==> src/rtl/iterative_compare_unit.sv <==
// Multi-cycle signed/unsigned magnitude and equality comparator.
// It scans the operands one chunk per cycle, starting at the MSB chunk, and stops at the first chunk that differs.
module iterative_compare_unit #(
  parameter int unsigned XLEN  = 64,
  parameter int unsigned CHUNK = 16
) (
  input  logic            clk,
  input  logic            rst_n,
  input  logic            flush,
  input  logic            in_valid,
  output logic            in_ready,
  input  logic [XLEN-1:0] a,
  input  logic [XLEN-1:0] b,
  input  logic [2:0]      op,
  output logic            out_valid,
  input  logic            out_ready,
  output logic            result,
  output logic            lt,
  output logic            eq,
  output logic            illegal
);

  localparam int unsigned NCHUNK = XLEN / CHUNK;
  localparam int unsigned IdxW   = (NCHUNK > 1) ? $clog2(NCHUNK) : 1;
  localparam logic [IdxW-1:0] LastIdx = IdxW'(NCHUNK - 1);

  typedef enum logic [1:0] {StIdle, StScan, StDone} state_e;

  state_e                        state_q;
  logic [XLEN-1:0]               a_q, b_q;
  logic [2:0]                    op_q;
  logic [IdxW-1:0]               idx_q;
  logic                          ill_q;

  logic [NCHUNK-1:0][CHUNK-1:0]  a_chunks, b_chunks;
  logic [CHUNK-1:0]              chunk_a, chunk_b;
  logic                          is_signed;
  logic                          chunk_lt, chunk_eq;

  assign a_chunks  = a_q;
  assign b_chunks  = b_q;
  assign is_signed = (op_q[2:1] == 2'b10);

  // Flipping the sign bit on the top chunk turns a signed compare into an unsigned one.
  always_comb begin
    chunk_a = a_chunks[idx_q];
    chunk_b = b_chunks[idx_q];
    if (is_signed && (idx_q == LastIdx)) begin
      chunk_a[CHUNK-1] = ~chunk_a[CHUNK-1];
      chunk_b[CHUNK-1] = ~chunk_b[CHUNK-1];
    end
    chunk_lt = (chunk_a < chunk_b);
    chunk_eq = (chunk_a == chunk_b);
  end

  function automatic logic map_result(input logic [2:0] o, input logic l, input logic e);
    logic r;
    r = 1'b0;
    case (o)
      3'b000:         r = e;
      3'b001:         r = ~e;
      3'b100, 3'b110: r = l;
      3'b101, 3'b111: r = ~l;
      default:        r = 1'b0;
    endcase
    return r;
  endfunction

  always_ff @(posedge clk or negedge rst_n) begin
    if (!rst_n) begin
      state_q   <= StIdle;
      in_ready  <= 1'b0;
      out_valid <= 1'b0;
      result    <= 1'b0;
      lt        <= 1'b0;
      eq        <= 1'b0;
      illegal   <= 1'b0;
      a_q       <= '0;
      b_q       <= '0;
      op_q      <= '0;
      idx_q     <= '0;
      ill_q     <= 1'b0;
    end else if (flush) begin
      state_q   <= StIdle;
      in_ready  <= 1'b1;
      out_valid <= 1'b0;
    end else begin
      unique case (state_q)
        StIdle: begin
          in_ready <= 1'b1;
          if (in_valid && in_ready) begin
            a_q      <= a;
            b_q      <= b;
            op_q     <= op;
            idx_q    <= LastIdx;
            ill_q    <= (op[2:1] == 2'b01);
            in_ready <= 1'b0;
            state_q  <= StScan;
          end
        end
        StScan: begin
          // An illegal op resolves on its first scan cycle, so it also completes one edge after accept.
          if (ill_q) begin
            illegal   <= 1'b1;
            result    <= 1'b0;
            lt        <= 1'b0;
            eq        <= 1'b0;
            out_valid <= 1'b1;
            state_q   <= StDone;
          end else if (!chunk_eq) begin
            illegal   <= 1'b0;
            lt        <= chunk_lt;
            eq        <= 1'b0;
            result    <= map_result(op_q, chunk_lt, 1'b0);
            out_valid <= 1'b1;
            state_q   <= StDone;
          end else if (idx_q == '0) begin
            illegal   <= 1'b0;
            lt        <= 1'b0;
            eq        <= 1'b1;
            result    <= map_result(op_q, 1'b0, 1'b1);
            out_valid <= 1'b1;
            state_q   <= StDone;
          end else begin
            idx_q <= idx_q - 1'b1;
          end
        end
        StDone: begin
          if (out_ready) begin
            out_valid <= 1'b0;
            in_ready  <= 1'b1;
            state_q   <= StIdle;
          end
        end
        default: state_q <= StIdle;
      endcase
    end
  end

endmodule

==> config.mk <==
export PLATFORM = sky130hd
export DESIGN_NAME = iterative_compare_unit
export DESIGN_NICKNAME = d
export VERILOG_FILES = /design/src/rtl/iterative_compare_unit.sv
export SDC_FILE = /design/constraint.sdc
export NUM_CORES = 1
export LEC_CHECK = 0
export ABC_CLOCK_PERIOD_IN_PS = 3900
export BUFFER_PORTS_ARGS = -buffer_cell sky130_fd_sc_hd__buf_4
export CAP_MARGIN = 0
export CORE_UTILIZATION = 35
export CTS_BUF_LIST = sky130_fd_sc_hd__clkbuf_4 sky130_fd_sc_hd__clkbuf_8
export CTS_CLUSTER_DIAMETER = 150
export DETAILED_ROUTE_END_ITERATION = 7
export PLACE_DENSITY = 0.65
export REMOVE_ABC_BUFFERS = 1
export SLEW_MARGIN = 5
export SYNTH_ARGS = -nofsm -noshare
export SYNTH_HDL_FRONTEND = slang
export SYNTH_SLANG_ARGS = --single-unit
==> constraint.sdc <==
create_clock -name clk -period 3.9 [get_ports clk]
set_input_delay 0.39 -clock clk [delete_from_list [all_inputs] [get_ports clk]]
set_output_delay 0.39 -clock clk [all_outputs]
set_load 0.05 [all_outputs]
### After elaboration in Yosys (flattened, before gate mapping)

Cells that the tools add are included.

* order comparisons: 2
* reduce and logical (&&, ||, !) cells: 17
* bitwise gates (word level): 4
* multiplexer cells: 40
* add/subtract/negate cells: 1
* eq/ne operators: 19

Operators by type and width (count)
* 16-bit binary-select mux with 2-bit select: 2
* 16-bit 2-to-1 mux: 2
* 1-bit 2-to-1 mux: 21
* 2-bit 2-to-1 mux: 10
* 16-bit equality test: 1
* 16-bit less-than comparator: 1
* 3-bit equality test (second input constant): 4
* 3-bit AND reduction: 4
* 2-bit inequality test (second input constant): 4
* 2-bit equality test (second input constant): 3
* 3-bit inequality test (second input constant): 2
* 2-bit case mux with 3 select lines: 1
* 6-bit AND reduction: 1
* 3-bit nonzero test: 2
* 5-bit inequality test (second input constant): 1
* 2-bit by 1-bit equality test with 1-bit output (second input constant): 2
* 2-bit logical NOT: 2
* 1-bit inverter: 4
* 1-bit case mux with 2 select lines: 2
* 2-bit case mux with 2 select lines: 1
* 2-bit OR reduction: 2
* 3-bit by 1-bit equality test with 1-bit output (second input constant): 1
* 3-bit logical NOT: 1
* 2-bit by 3-bit less-than comparator with 1-bit output (second input constant): 1
* 7 further kinds: 8

* output and inout port bits: 6
* register bits after elaboration: 142

### Depth between registers and ports, before layout

* depth in word-level cells: 9
* gate-level depth with buffers: 11

### Worst setup path after synthesis

Ideal clock, no wire load.

* kind: register to register
* start point: register idx_q[0]
* end point: register result
* data required time: 3.831 ns
* data arrival time: 2.912 ns
* library setup time: 0.069 ns
* period minus slack after synthesis: 2.980 ns
* cell stages (with the launch flop): 11
* setup slack: 0.920 ns
* path through: dfrtp_1 buf_2 buf_2 mux4_2 ha_1 nand4_1 nor2_1 a221o_1 or3_1 mux2_1 nand3_1

* word-level cells in the longest chain between the ends: 9

Ends and longest elaborated chain
* from (decl): line 32 `logic [IdxW-1:0] idx_q;`
* from (signal assigned): line 95 `idx_q <= LastIdx;`
* from (signal assigned): line 125 `idx_q <= idx_q - 1'b1;`
* 16-bit binary-select mux with 2-bit select (on tied branches): line 46, 47
* 16-bit 2-to-1 mux (on tied branches): line 46, 47
* 1-bit inverter (on tied branches): line 49, 50
* 1-bit 2-to-1 mux: line 48 `if (is_signed && (idx_q == LastIdx)) begin`
* 16-bit less-than comparator: line 52 `chunk_lt = (chunk_a < chunk_b);`
* 1-bit inverter: line 63 `3'b101, 3'b111: r = ~l;`
* 1-bit case mux with 3 select lines: line 59 `case (o)`
* 1-bit 2-to-1 mux: line 110 `end else if (!chunk_eq) begin`
* 1-bit 2-to-1 mux: line 103 `if (ill_q) begin`
* to (signal assigned): line 114 `result <= map_result(op_q, chunk_lt, 1'b0);`
* to (signal assigned): line 121 `result <= map_result(op_q, 1'b0, 1'b1);`
* to (decl): line 17 `output logic result,`

Several ways; a longest one is shown, not always the timed one. The select of a mux whose other input is x is not followed.
A chain may end at the register's enable or synchronous reset.

### Worst setup path after layout

Same ends and word-level chain as after synthesis.

==> metrics.cfg <==
[logic_synthesis]
syn_area_mm2 = 0.00664
async_reset_ff_frac = 1.00
synth_common_cells = dfrtp_1 (142), mux2_2 (73), mux2_1 (59)
syn_inst = 440
synthFlopType = dfrtp_1
syn_avg_cell_area_um2 = 15.1
synth_seq_cells = 142
synth.area.top_cells = dfrtp_1 (54%), mux2_2 (12%), mux4_2 (11%)
yosysSeqAreaShare = 0.535
ys_types = 40
yosys.area.top_type = dfrtp_1
synthMostInstantiatedCell = dfrtp_1
ys_warn_count = 0
synth_top_cell_area_share = 0.535
synth-edff-count = 0

[timing]
finalCritPeriodShare = 0.858
grt_setup_unrepaired = false
fin_setup_tns_ns = 0
setup_viol = 0
period_needed_ns = 3.35
fmax_mhz = 299
drv_slew = 0
finalHoldViolCount = 0
worstMarginPinSlew_ns = 0.753
fin_worst_skew_ns = 0.0119
relSlewSlack = 0.498

[grt]
track_usage = 0.164
overflow = 0
grt_pass1_vias = 4547
grt_start_max_net_pins = 97
grt_pass1_wl_mm = 24.4
antenna_found_initial = 0

[power_and_ir_drop]
p_total_mw = 4.65
ir_worst_vdd_uv = 242
clkPwrFrac = 0.279
power.density_mw_per_mm2 = 556
power_leakage_nw = 3.75
netSwitchingFraction = 0.285
p_int_mw = 3.32
p_sw_mw = 1.33
pwr-share-seq = 0.445
p_comb_frac = 0.275

[layout]
nNetsFinal = 738
antenna_cells = 0
area_growth_pct = 26.1
drive_gt1_frac = 0.484

[critical_path]
crit_chain = buf_4 > mux4_2 > ha_1 > a21oi_1 > o21ai_1 > a221o_1 > or3_1 > mux2_1 > nand3_1
critPathCaptureType = flop
cp_slowest_cell = dfrtp_2
cp.required_ns = 4.28
cp_top_family = multiplexers
path_max_fanout = 14
arrival_ns = 3.73
critPathBufInv = 1
crit_type = flop to flop
start_kind = flop
slowest_delay_ns = 0.65

[place]
io_buffers = 141
dp_hpwl_mm = 10.7
place_congestion = 0.819

[routing]
wl_per_cell_um = 17.9
drcViolationCount = 0
drt-initial-drc-count = 162
postRouteAntennaNets = 0
vias = 4113
first_pass_iters = 5
viasPerCell = 4.98
routed_wl_mm = 14.8

[clock_network]
clkTransAtPathRegs_ns = 0.08
cts.path.max_buffers = 2
cts_buffers = 17
cts_setup_buffers = 0
cts_root_buf = clkbuf_8
htree_num_levels = 4
clock_sinks = 142
ctsResizeCount = 0
insertion_delay_ns = 0.45
cts_tree = built

[min_path]
hold_path_class = input pin to flop

[die]
die_y_um = 140
core_mm2 = 0.0183
start_util = 0.363
core.rowCount = 49
fp.dieArea_mm2 = 0.0195
io-pin-count = 142
die_w_um = 140

[status]
outcome = finished, final reports clean

[job]
drv_cap = 0

[metal layers]
metal / GRT usage / routed length, um / vias to the layer above
li1: - / - / 1913
met1: 0.211 / 6550 / 2084
met2: 0.259 / 7150 / 100
met3: 0.0492 / 839 / 16
met4: 0.0654 / 251 / 0
met5: 0 / 0 / -
[placed cells by master, fill, tap and decap left out, types with 5 or more instances in the layout]
cell and count:
mux2_2 73, ha_1 18, nor2_1 5, o21ai_0 5, mux4_2 32, clkbuf_8 18, buf_4 146, inv_1 20
a21oi_1 13, dfrtp_1 140, mux2_1 59, nand4_1 5, nand2_1 9
[logic make-up (layout without fill, tap and decap cells)]
group | count (synthesis) | in the layout | share of synthesized area
simple gates | 38 | 38 | 0.0337
buf+inv | 44 | 201 | 0.0319
flops | 142 | 142 | 0.535
mux | 164 | 164 | 0.333
fa+ha+maj | 18 | 18 | 0.0339
xor+xnor | 2 | 2 | 0.00264
compound gates | 32 | 32 | 0.0300
[sequential cells by signal (all words and copies together), names as in the netlist]
signal and cells:
lt 1, in_ready 1, eq 1, result 1
illegal 1, idx_q 2, b_chunks 64, a_chunks 64
ill_q 1, op_q 3, out_valid 1, state_q 2
[stage by stage]
| stage | cell area, um2 | setup WS (ns) | cells | hold WS [ns] | utilization |
|---|---|---|---|---|---|
| after global placement | 7920 | 0.576 | 793 | 0.465 | 0.433 |
| after detailed placement | 7920 | 0.516 | 793 | 0.469 | 0.433 |
| after global routing | 8370 | 0.322 | 826 | 0.122 | 0.458 |
| after floorplan | 6500 | -1.79 | 416 | 0.0944 | - |
| after CTS | 8370 | 0.493 | 826 | 0.121 | 0.458 |
| final | 8370 | 0.554 | 826 | 0.153 | 0.458 |
[timing repair]
| item | in CTS | in global routing |
|---|---|---|
| hold endpoints to repair | 16 | 0 |
| hold buffers | 1 | 0 |
| setup endpoints to repair | 0 | 0 |
[worst reg2reg max path: stages, from the launching register on]
cell     delay [ns]
dfrtp_2        0.65
buf_4          0.38
mux4_2         0.56
ha_1           0.34
a21oi_1        0.16
o21ai_1        0.10
a221o_1        0.35
or3_1          0.34
mux2_1         0.32
nand3_1        0.09
[cell type report]
cell class | instances | area [um2]
repair buffers | 149 | 1140
inverters | 20 | 75.1
flip-flops and latches | 142 | 3560
multi-input cells | 254 | 2870
fillers | 1679 | 9900
clock buffers | 22 | 278
clock inverters | 10 | 163
well taps | 229 | 287
[power by group through the flow]
stage	logic [mW]	registers [mW]	clock network, mW
6_report	1.28	2.07	1.30
5_1_grt	1.43	2.12	1.40
4_1_cts	1.31	2.07	1.33
3_5_place_dp	1.30	2.10	0
3_3_place_gp	1.26	2.09	0
2_1_floorplan	0.872	2.07	0
[worst paths after layout]
kind / start / to / slack (ns) / depth (start not counted)
worst max register to register: idx_q[0]$_DFFE_PN0P_ / result$_DFFE_PN0P_ / 0.55 / 9
max in group asynchronous: rst_n / idx_q[1]$_DFFE_PN0P_ / 2.36 / 3
worst max-delay path: idx_q[0]$_DFFE_PN0P_ / result$_DFFE_PN0P_ / 0.55 / 9
worst min-delay path: a[58] / a_chunks[58]$_DFFE_PN0P_ / 0.15 / 2
min in group asynchronous: rst_n / b_chunks[37]$_DFFE_PN0P_ / 0.54 / 2
worst min register to register: a_chunks[40]$_DFFE_PN0P_ / a_chunks[40]$_DFFE_PN0P_ / 0.49 / 1
No activity file was read; power rests on OpenSTA's default activity.
